## src/rtl/csi_lane_distributor.sv

```systemverilog
// CSI-2 byte stream to N-lane word distributor feeding the D-PHY master adapter.
// Optional packet/pad statistics are enabled with `define CSI_LANE_DIST_STATS_EN.
module csi_lane_distributor #(
  parameter int N_DATA_LANES         = 4,
  parameter int HS_TX_WORD_BIT_WIDTH = 8,
  parameter int FIFO_DEPTH           = 64,
  parameter logic [HS_TX_WORD_BIT_WIDTH-1:0] PAD_BYTE = 8'h00
) (
  input  logic                                         hs_tx_word_clk,
  input  logic                                         rst,
  input  logic [HS_TX_WORD_BIT_WIDTH-1:0]              s_data,
  input  logic                                         s_valid,
  output logic                                         s_ready,
  input  logic                                         s_sop,
  input  logic                                         s_eop,
  output logic                                         tx_request_hs,
  output logic [15:0]                                  burst_size,
  input  logic                                         pop_en,
  output logic [N_DATA_LANES*HS_TX_WORD_BIT_WIDTH-1:0] pop_data,
  output logic                                         err_oversize,
  output logic                                         err_framing,
  output logic                                         err_underflow,
  input  logic                                         clear_err,
  output logic [15:0]                                  pkt_cnt,
  output logic [15:0]                                  pad_cnt
);

  localparam int W  = HS_TX_WORD_BIT_WIDTH;
  localparam int LW = N_DATA_LANES * W;
  localparam int AW = $clog2(FIFO_DEPTH);
  localparam int CW = AW + 1;
  localparam int IW = (N_DATA_LANES > 1) ? $clog2(N_DATA_LANES) : 1;
  localparam logic [IW-1:0] IDX_LAST = IW'(N_DATA_LANES - 1);
  localparam logic [CW-1:0] DEPTH_C  = CW'(FIFO_DEPTH);

  typedef enum logic [1:0] {
    S_IDLE = 2'd0,
    S_FILL = 2'd1,
    S_DROP = 2'd2,
    S_REQ  = 2'd3
  } state_t;

  state_t          state_r, state_n;
  logic [IW-1:0]   idx_r, idx_n, idx_eff_s;
  logic [LW-1:0]   asm_r, word_s, head_s;
  logic [LW-1:0]   mem_r [FIFO_DEPTH];
  logic [AW-1:0]   wr_ptr_r, rd_ptr_r, wr_addr_s, wr_ptr_n, rd_base_s, rd_ptr_n;
  logic [CW-1:0]   count_r, count_n, cnt_base_s, cnt_mid_s;
  logic [15:0]     burst_s;
  logic            acc_s, start_s, beat_s, flush_s, push_s, pop_s, go_req_s;
  logic            set_framing_s, set_oversize_s, set_underflow_s;
  logic            s_ready_r, tx_request_hs_r;
  logic [15:0]     burst_size_r;
  logic [LW-1:0]   pop_data_r;
  logic            err_oversize_r, err_framing_r, err_underflow_r;

  assign acc_s           = s_valid && s_ready_r;
  assign set_underflow_s = pop_en && !pop_s;
  assign burst_s         = 16'((32'(cnt_base_s) + 32'd1) * 32'(N_DATA_LANES));

  // Next-state and beat/pop decode; a start beat always lands in lane 0 of an empty FIFO.
  always_comb begin
    state_n        = state_r;
    idx_n          = idx_r;
    start_s        = 1'b0;
    beat_s         = 1'b0;
    flush_s        = 1'b0;
    push_s         = 1'b0;
    pop_s          = 1'b0;
    go_req_s       = 1'b0;
    set_framing_s  = 1'b0;
    set_oversize_s = 1'b0;
    word_s         = '0;
    case (state_r)
      S_IDLE: begin
        if (acc_s && s_sop) begin
          start_s = 1'b1;
        end else if (acc_s) begin
          set_framing_s = 1'b1;
        end else begin
          start_s = 1'b0;
        end
      end
      S_FILL: begin
        if (acc_s && s_sop) begin
          start_s       = 1'b1;
          flush_s       = 1'b1;
          set_framing_s = 1'b1;
        end else if (acc_s && (count_r == DEPTH_C)) begin
          set_oversize_s = 1'b1;
          flush_s        = 1'b1;
          idx_n          = '0;
          state_n        = s_eop ? S_IDLE : S_DROP;
        end else if (acc_s) begin
          beat_s = 1'b1;
        end else begin
          beat_s = 1'b0;
        end
      end
      S_DROP: begin
        if (acc_s && s_eop) begin
          state_n = S_IDLE;
        end else begin
          state_n = S_DROP;
        end
      end
      S_REQ: begin
        if (pop_en && (count_r != '0)) begin
          pop_s   = 1'b1;
          state_n = (count_r == CW'(1)) ? S_IDLE : S_REQ;
        end else begin
          pop_s = 1'b0;
        end
      end
      default: state_n = S_IDLE;
    endcase

    if (start_s) begin
      idx_eff_s  = '0;
      cnt_base_s = '0;
    end else begin
      idx_eff_s  = idx_r;
      cnt_base_s = count_r;
    end

    // Lanes below idx keep assembled bytes, lanes above it carry the pad value.
    for (int i = 0; i < N_DATA_LANES; i++) begin
      if (i == int'(idx_eff_s)) begin
        word_s[i*W +: W] = s_data;
      end else if (i < int'(idx_eff_s)) begin
        word_s[i*W +: W] = asm_r[i*W +: W];
      end else begin
        word_s[i*W +: W] = PAD_BYTE;
      end
    end

    if (start_s || beat_s) begin
      if (s_eop) begin
        push_s   = 1'b1;
        go_req_s = 1'b1;
        idx_n    = '0;
        state_n  = S_REQ;
      end else if (idx_eff_s == IDX_LAST) begin
        push_s  = 1'b1;
        idx_n   = '0;
        state_n = S_FILL;
      end else begin
        idx_n   = idx_eff_s + IW'(1);
        state_n = S_FILL;
      end
    end else begin
      go_req_s = 1'b0;
    end
  end

  // FIFO pointer/occupancy update and next show-ahead head word.
  always_comb begin
    if (flush_s) begin
      wr_addr_s = '0;
      rd_base_s = '0;
      cnt_mid_s = '0;
    end else begin
      wr_addr_s = wr_ptr_r;
      rd_base_s = rd_ptr_r;
      cnt_mid_s = count_r;
    end
    if (push_s) begin
      wr_ptr_n = wr_addr_s + AW'(1);
    end else begin
      wr_ptr_n = wr_addr_s;
    end
    if (pop_s) begin
      rd_ptr_n = rd_base_s + AW'(1);
    end else begin
      rd_ptr_n = rd_base_s;
    end
    count_n = cnt_mid_s + (push_s ? CW'(1) : CW'(0)) - (pop_s ? CW'(1) : CW'(0));
    if (count_n == '0) begin
      head_s = '0;
    end else if (push_s && (wr_addr_s == rd_ptr_n)) begin
      head_s = word_s;
    end else begin
      head_s = mem_r[rd_ptr_n];
    end
  end

  // Lane-word storage; contents are don't-care until pushed.
  always_ff @(posedge hs_tx_word_clk) begin
    if (!rst && push_s) begin
      mem_r[wr_addr_s] <= word_s;
    end
  end

  // State, FIFO bookkeeping, registered outputs and sticky errors.
  always_ff @(posedge hs_tx_word_clk) begin
    if (rst) begin
      state_r         <= S_IDLE;
      idx_r           <= '0;
      asm_r           <= '0;
      wr_ptr_r        <= '0;
      rd_ptr_r        <= '0;
      count_r         <= '0;
      s_ready_r       <= 1'b0;
      tx_request_hs_r <= 1'b0;
      burst_size_r    <= 16'd0;
      pop_data_r      <= '0;
      err_oversize_r  <= 1'b0;
      err_framing_r   <= 1'b0;
      err_underflow_r <= 1'b0;
    end else begin
      state_r         <= state_n;
      idx_r           <= idx_n;
      wr_ptr_r        <= wr_ptr_n;
      rd_ptr_r        <= rd_ptr_n;
      count_r         <= count_n;
      pop_data_r      <= head_s;
      s_ready_r       <= (state_n != S_REQ);
      tx_request_hs_r <= (state_n == S_REQ);
      asm_r           <= (start_s || beat_s) ? word_s : asm_r;
      burst_size_r    <= go_req_s ? burst_s : burst_size_r;
      err_oversize_r  <= set_oversize_s  ? 1'b1 : (clear_err ? 1'b0 : err_oversize_r);
      err_framing_r   <= set_framing_s   ? 1'b1 : (clear_err ? 1'b0 : err_framing_r);
      err_underflow_r <= set_underflow_s ? 1'b1 : (clear_err ? 1'b0 : err_underflow_r);
    end
  end

  assign s_ready       = s_ready_r;
  assign tx_request_hs = tx_request_hs_r;
  assign burst_size    = burst_size_r;
  assign pop_data      = pop_data_r;
  assign err_oversize  = err_oversize_r;
  assign err_framing   = err_framing_r;
  assign err_underflow = err_underflow_r;

`ifdef CSI_LANE_DIST_STATS_EN
  logic [15:0] pkt_cnt_r, pad_cnt_r;

  // Burst completions and pad bytes inserted at padded end-of-packet.
  always_ff @(posedge hs_tx_word_clk) begin
    if (rst) begin
      pkt_cnt_r <= 16'd0;
      pad_cnt_r <= 16'd0;
    end else begin
      pkt_cnt_r <= ((state_r == S_REQ) && (state_n == S_IDLE)) ? pkt_cnt_r + 16'd1 : pkt_cnt_r;
      pad_cnt_r <= go_req_s ? pad_cnt_r + 16'(IDX_LAST - idx_eff_s) : pad_cnt_r;
    end
  end

  assign pkt_cnt = pkt_cnt_r;
  assign pad_cnt = pad_cnt_r;
`else
  assign pkt_cnt = 16'd0;
  assign pad_cnt = 16'd0;
`endif

endmodule

```

## config.mk

```make
export PLATFORM = sky130hd
export DESIGN_NAME = csi_lane_distributor
export DESIGN_NICKNAME = d
export VERILOG_FILES = /design/src/rtl/csi_lane_distributor.sv
export SDC_FILE = /design/constraint.sdc
export NUM_CORES = 2
export LEC_CHECK = 0
export BUFFER_PORTS_ARGS = -buffer_cell sky130_fd_sc_hd__buf_2
export CAP_MARGIN = 20
export CORE_AREA = 10 10 500 502
export CTS_CLUSTER_DIAMETER = 120
export DETAILED_ROUTE_END_ITERATION = 16
export DIE_AREA = 0 0 510 512
export GPL_TIMING_DRIVEN = 0
export HOLD_SLACK_MARGIN = 0.12
export RECOVER_POWER = 25
export SETUP_SLACK_MARGIN = 0.15
export SLEW_MARGIN = 20
export SYNTH_ARGS = -nofsm -noshare
export SYNTH_HDL_FRONTEND = slang
export SYNTH_SLANG_ARGS = --single-unit
```

## constraint.sdc

```tcl
create_clock -name hs_tx_word_clk -period 8.35 [get_ports hs_tx_word_clk]
set_input_delay 0 -clock hs_tx_word_clk [delete_from_list [all_inputs] [get_ports hs_tx_word_clk]]
set_output_delay 0 -clock hs_tx_word_clk [all_outputs]
set_load 0.1 [all_outputs]
```

Word-level counts from Yosys, hierarchy flattened
Memories as Yosys holds them, arrays and structs flattened. A register that Yosys moved wholly into a read port is not among the register bits.
Cells that the tools add are included.
- equality and inequality tests: 12
- add/sub/neg operators: 6
- reduce and logical (&&, ||, !) cells: 22
- order comparisons: 3
- muxes and demuxes: 57
- operator list (cell ; count):
    8-bit two-way mux ; 7
    2-bit two-way mux ; 15
    1-bit two-way mux ; 27
    6-bit two-way mux ; 4
    7-bit two-way mux ; 2
    6-bit by 1-bit adder with 6-bit output, second input constant ; 2
    2-bit nonzero test ; 5
    7-bit by 1-bit adder with 8-bit output, second input constant ; 1
    2-bit equality test, second input constant ; 4
    7-bit by 1-bit adder with 7-bit output ; 1
    7-bit by 1-bit equality test with 1-bit output, second input constant ; 1
    7-bit equality test, second input constant ; 1
    1-bit logical AND ; 7
    7-bit logical NOT ; 1
    7-bit nonzero test ; 1
    7-bit by 1-bit subtractor with 7-bit output ; 1
    2-bit one-hot mux with 3 select lines ; 1
    2-bit equality test, first input constant ; 2
    2-bit logical NOT ; 2
    1-bit by 2-bit less-than comparator with 1-bit output, first input constant ; 2
    2-bit OR reduction ; 2
    3-bit AND reduction ; 1
    2-bit by 1-bit adder with 2-bit output, second input constant ; 1
    1-bit by 2-bit equality test with 1-bit output, first input constant ; 1
    other kinds (7) ; 8
- bits in writable memories: 2048
- memories: 1
- bits of input ports: 15
- bits in registers: 66
- memories (memory ; depth ; bits a word ; read ports ; clocked after memory_dff ; wr ports ; line ; RTL):
    mem_r ; 64 ; 32 ; 1 ; 1 ; 1 ; 46 ; logic [LW-1:0] mem_r [FIFO_DEPTH];

Longest topological paths before layout
- depth after elaboration: 14
- mapped depth: 24
- depth with buffers taken out: 21

Least setup slack after synthesis
Ideal clock, no wire load.
- path type: register to register
- from: reg s_ready_r, in the netlist s_ready
- to: mem mem_r[52][0] (netlist bit), enable pin
- setup slack: 2111 ps
- data required time: 7849 ps
- arrival time: 5738 ps
- library setup time: 501 ps
- clock period less this slack: 6239 ps
- cell stages (with the launch flop): 11
- path through: dfxtp_1 -> nand2_1 -> nor2_1 -> nand2_1 -> and2_1 -> clkbuf_1 -> ha_1 -> o211a_1 -> clkbuf_1 -> nand4_1 -> nor4_1
- cells in the longest elaborated chain, start to end: 12
- ends and longest elaborated chain (what ; line ; RTL):
    from (decl) ; 52 ; logic s_ready_r, tx_request_hs_r;
    from (signal assigned) ; 217 ; s_ready_r <= (state_n != S_REQ);
    1-bit logical AND * ; 57 ; assign acc_s = s_valid && s_ready_r;
    1-bit logical AND ; 76, 85 ;
    1-bit two-way mux ; 76 ; if (acc_s && s_sop) begin
    1-bit two-way mux ; n/a ;
    2-bit two-way mux ; 118 ; if (start_s) begin
    2-bit equality test ; 143 ; end else if (idx_eff_s == IDX_LAST) begin
    1-bit two-way mux ; 143 ;
    1-bit two-way mux ; 138 ; if (s_eop) begin
    1-bit two-way mux ; 137 ; if (start_s || beat_s) begin
    1-bit logical AND ; 189 ; if (!rst && push_s) begin
    1-bit two-way mux ; 189 ;
    1-bit two-way mux (not written as such) ; 190 ; mem_r[wr_addr_s] <= word_s;
    to (decl) ; 46 ;
Every way passes the cells marked *; elsewhere a longest branch is shown, timed or not.

Worst setup path in the final report
- from: reg count_r[5]
- to: reg pop_data_r[2], in the netlist pop_data[2] (read register of mem_r)
- cells in the longest elaborated chain, start to end: 12
- ends and longest elaborated chain (what ; line ; RTL):
    from (decl) ; 48 ; logic [CW-1:0] count_r, count_n, cnt_base_s, cnt_mid_s;
    from (signal assigned) ; 215 ; count_r <= count_n;
    7-bit equality test ; 89 ; end else if (acc_s && (count_r == DEPTH_C)) begin
    1-bit logical AND ; 89 ;
    1-bit two-way mux ; 89 ;
    1-bit two-way mux ; 85 ; if (acc_s && s_sop) begin
    1-bit two-way mux ; 74 ; case (state_r)
    1-bit logical OR ; 137 ;
    1-bit two-way mux ; 137 ;
    1-bit two-way mux ; 177 ; count_n = cnt_mid_s + (push_s ? CW'(1) : CW'(0)) - (pop_s ? CW'(1) : CW'(0));
    7-bit by 1-bit adder with 7-bit output ; 177 ;
    7-bit by 1-bit subtractor with 7-bit output ; 177 ;
    7-bit logical NOT ; 178 ; if (count_n == '0) begin
    2-bit OR reduction (no line) ; n/a ;
    to (decl) ; 54 ; logic [LW-1:0] pop_data_r;
Several ways; a longest one is shown, not always the timed one.
A chain may end at the register's enable or synchronous reset.

==> flow_summary.toml <==
[clocking]
cts-root-buf = "clkbuf_16"
cts_tree = "yes"
clkSinkCount = 2140
cts_buffers = 204
htreeDepth = 4
clk_latency_ps = 900
path_clk_slew_ps = 60
clk_path_buf_depth = 3

[layout]
area_growth_syn_to_layout_pct = 17.9
drive_above_1_share_pct = 17.2
utilization_pct = 41.2
layout.nets = 5421
design_area_um2 = 98600
nFillCells = 21400

[global_route]
grt_overflow = 0
antenna_found_initial = 16
grt_max_degree = 67
grt_pass1_wl_um = 363000
first_global_vias = 48300
grt_usage_pct = 19.2

[pwr]
p_leak_nw = 30.1
ir_drop_mv = 0.232
p_per_area_nw_per_um2 = 223

[setup_path]
crit_top_cell = "clkbuf_1"
cp_cell_sequence = "clkbuf_1 > nor2_1 > a31oi_1 > or2_2 > clkbuf_1 > clkbuf_1 > and2_1 > ha_1 > inv_1 > a211oi_2 > xnor2_2 > buf_6 > nor2_1 > clkbuf_1 > a31oi_1 > and3_1 > o31ai_1 > nand3_1"
path_depth = 18
crit_path_max_incr_delay_ps = 1130
critical_path_class = "reg -> reg"
r2r-start = "count_r[5]$_SDFF_PP0_"
reg2reg_depth = 18
rr_endpoint = "pop_data[2]$_SDFF_PP0_"
cp-start-kind = "flop"
crit_arrival_ps = 8640
worstPathMaxFanout = 10
worstPathBufferInverterCount = 6
r2r_setup_slack_ps = 290
worstPathRequired_ps = 8930
path_delay_family = "compound AO/OA/AOI/OAI gates"
endpoint_kind = "flop"
setup.worst_path.start = "count_r[5]$_SDFF_PP0_"
crit_path_end = "pop_data[2]$_SDFF_PP0_"
crit_slowest_cell = "o31ai_1"

[yosys]
synth.largest_area_cell = "edfxtp_1"
synth_top_area_share_pct = 73.5
ys_seq_elements = 2140
syn-cell-area_um2 = 83700
yosys-top-cells-area = "edfxtp_1 (74%), mux4_2 (7.3%), nand2_1 (3.1%), dfxtp_1 (2.2%), a311oi_1 (1.2%)"
ys.warnings.count = 0
syn_inst = 4897
avgSynthCellArea_um2 = 17.1
synth-main-ff-cell = "edfxtp_1"
synthDistinctLibCells = 75
synth_seq_area_share_pct = 75.7
async_reset_ff_share_pct = 0
synth_edf_count = 2048

[drt]
via_per_inst = 5.63
drt-pass1-iter-count = 6
post_drt_wl_per_cell_um = 29.5
ant_nets = 0
drc = 0
wirelength_um = 258000
drtIter0Drc = 6686
via_count = 49300

[floorplanning]
dieWidth_um = 510
row_count = 180
die-area_um2 = 261000
start_util_pct = 34.9
io_pins = 100
core-area_um2 = 240000
die_h_um = 512

[placed_design]
gp_congestion = 0.882
placed_cell_area_um2 = 92500
hpwlAfterDp_um = 178000
portBuffers = 56

[timing]
drv_slew = 799
max_slew.worst_pin.slew_ps = 3840
slew-limit-headroom_pct = -156
worst_clock_skew_ps = 98.2
hold_viol = 0
fin_crit_ps = 8060
finalSetupViolCount = 0
rsz0062_at_grt = "false"
fmax_ghz = 0.124
period_share_pct = 96.5

[run_status]
status = "complete, but fails checks"
violations = "max-capacitance violations, max-slew violations"

[min_path]
hold_class = "in -> reg"

[job]
max_cap_viol_count = 25
## tightest hold or removal path, stage by stage
cell           delay, ps
dlygate4sd3_1        520
buf_2                140
a41oi_1              140
nor2_1               140
nor2_1                60
## synthesized netlist by cell type, types with 15 or more instances
cell      number
mux4_2       272
a21oi_1       75
buf_4         64
a22o_1        15
mux2i_1       92
a22oi_1      116
buf_1         18
or3_1         54
dfxtp_1       92
edfxtp_1    2048
clkbuf_1     205
nor2_1       137
a311oi_1     117
a211oi_1     125
nand3_1      154
and3_1       161
a32oi_1       57
inv_1         21
and2_1        21
nand2_1      690
a31oi_1       68
ha_1          15
o21ai_0       28
buf_2         65
## routing by layer
| layer | GRT usage (%) | up-vias | share of wire [%] |
|---|---|---|---|
| li1 | - | 20500 | - |
| met1 | 24.6 | 25400 | 38 |
| met2 | 30.1 | 2806 | 46 |
| met3 | 4.57 | 579 | 9.9 |
| met4 | 10.2 | 8 | 6.3 |
| met5 | 0.537 | - | 0.092 |
## stage by stage
step	TNS (ps)	power [mW]	cells	worst slack, ps	hold WS, ps
after global routing	0	22.5	8743	285	204
final	0	22.0	8747	294	177
after global placement	-1546470	13.2	8177	-2660	300
after detailed placement	0	13.2	8347	361	298
after CTS	0	22.1	8742	302	122
after floorplan	0	12.7	4936	2110	139
## state kept, by name, summed over array words and instances (netlist names), 2 cells and up
name,flops
idx_r,2
wr_ptr_r,6
pop_data,32
count_r,7
state_r,2
asm_r,24
rd_ptr_r,6
burst_size,8
mem_r,2048
## cells in the final DEF (no fill, tap or decap), types with 10 or more instances in the layout
| cell | count |
|---|---|
| a211oi_1 | 125 |
| a21oi_1 | 75 |
| a221oi_1 | 12 |
| a22o_1 | 15 |
| a22oi_1 | 116 |
| a311oi_1 | 116 |
| a31oi_1 | 68 |
| a32oi_1 | 57 |
| and2_0 | 10 |
| and2_1 | 11 |
| and3_1 | 161 |
| buf_1 | 13 |
| buf_12 | 40 |
| buf_16 | 80 |
| buf_2 | 94 |
| buf_4 | 75 |
| buf_6 | 14 |
| clkbuf_1 | 322 |
| clkbuf_16 | 207 |
| clkinv_1 | 55 |
| clkinv_2 | 18 |
| conb_1 | 40 |
| dfxtp_1 | 92 |
| dlygate4sd3_1 | 22 |
| edfxtp_1 | 2048 |
| ha_1 | 15 |
| inv_1 | 21 |
| mux2i_1 | 92 |
| mux4_2 | 272 |
| nand2_1 | 690 |
| nand3_1 | 154 |
| nor2_1 | 75 |
| nor2_4 | 59 |
| nor3_1 | 13 |
| o21ai_0 | 21 |
| o31ai_2 | 15 |
| or3_1 | 54 |
| xnor2_1 | 11 |
| xor2_1 | 12 |
## timing repair
item,CTS,global route
hold endpoints to repair,1593,0
setup endpoints to repair,0,20
gates resized for setup,0,2
setup buffers,0,0
hold buffers,22,0
## cells by family after synthesis
kind of cell	after synthesis	share of synthesized area [%]
mux	372	8.53
xor+xnor	25	0.262
other cells	1	0.00448
flops	2140	75.7
buf+inv	387	2.24
fa+ha+maj	16	0.248
compound gates	686	6.18
simple gates	1270	6.83
## power by group
part,total (mW),internal (mW),switching (mW),leakage [nW]
clock network,8.98,4.91,4.07,3.10
logic,1.28,0.190,1.09,9.48
registers,11.7,11.7,0.0213,17.5
total,22.0,16.8,5.18,30.1
## worst min path at each step
stage	start	to	slack, ps	cells past startpoint
5_1_grt	s_eop	idx_r[0]$_SDFFE_PP0P_	200	5
3_5_place_dp	pop_en	err_underflow$_SDFFE_PP0P_	300	3
3_3_place_gp	pop_en	err_underflow$_SDFFE_PP0P_	300	3
4_1_cts	s_eop	idx_r[0]$_SDFFE_PP0P_	120	5
6_report	pop_en	state_r[0]$_SDFF_PP0_	180	5
2_1_floorplan	pop_en	err_underflow$_SDFFE_PP0P_	140	2
## cell type report
type / count / area (µm²) / area share, %
flip-flops and latches: 2140 / 63300 / 64.2
multi-input cells: 2409 / 19200 / 19.5
clock buffers: 271 / 5480 / 5.56
well taps: 3185 / 3990 / 4.04
repair buffers: 248 / 3770 / 3.82
plain buffers: 365 / 1800 / 1.82
clock inverters: 102 / 951 / 0.964
inverters: 22 / 82.6 / 0.0837
diodes: 5 / 12.5 / 0.0127
Power figures use the tool's default switching activity.
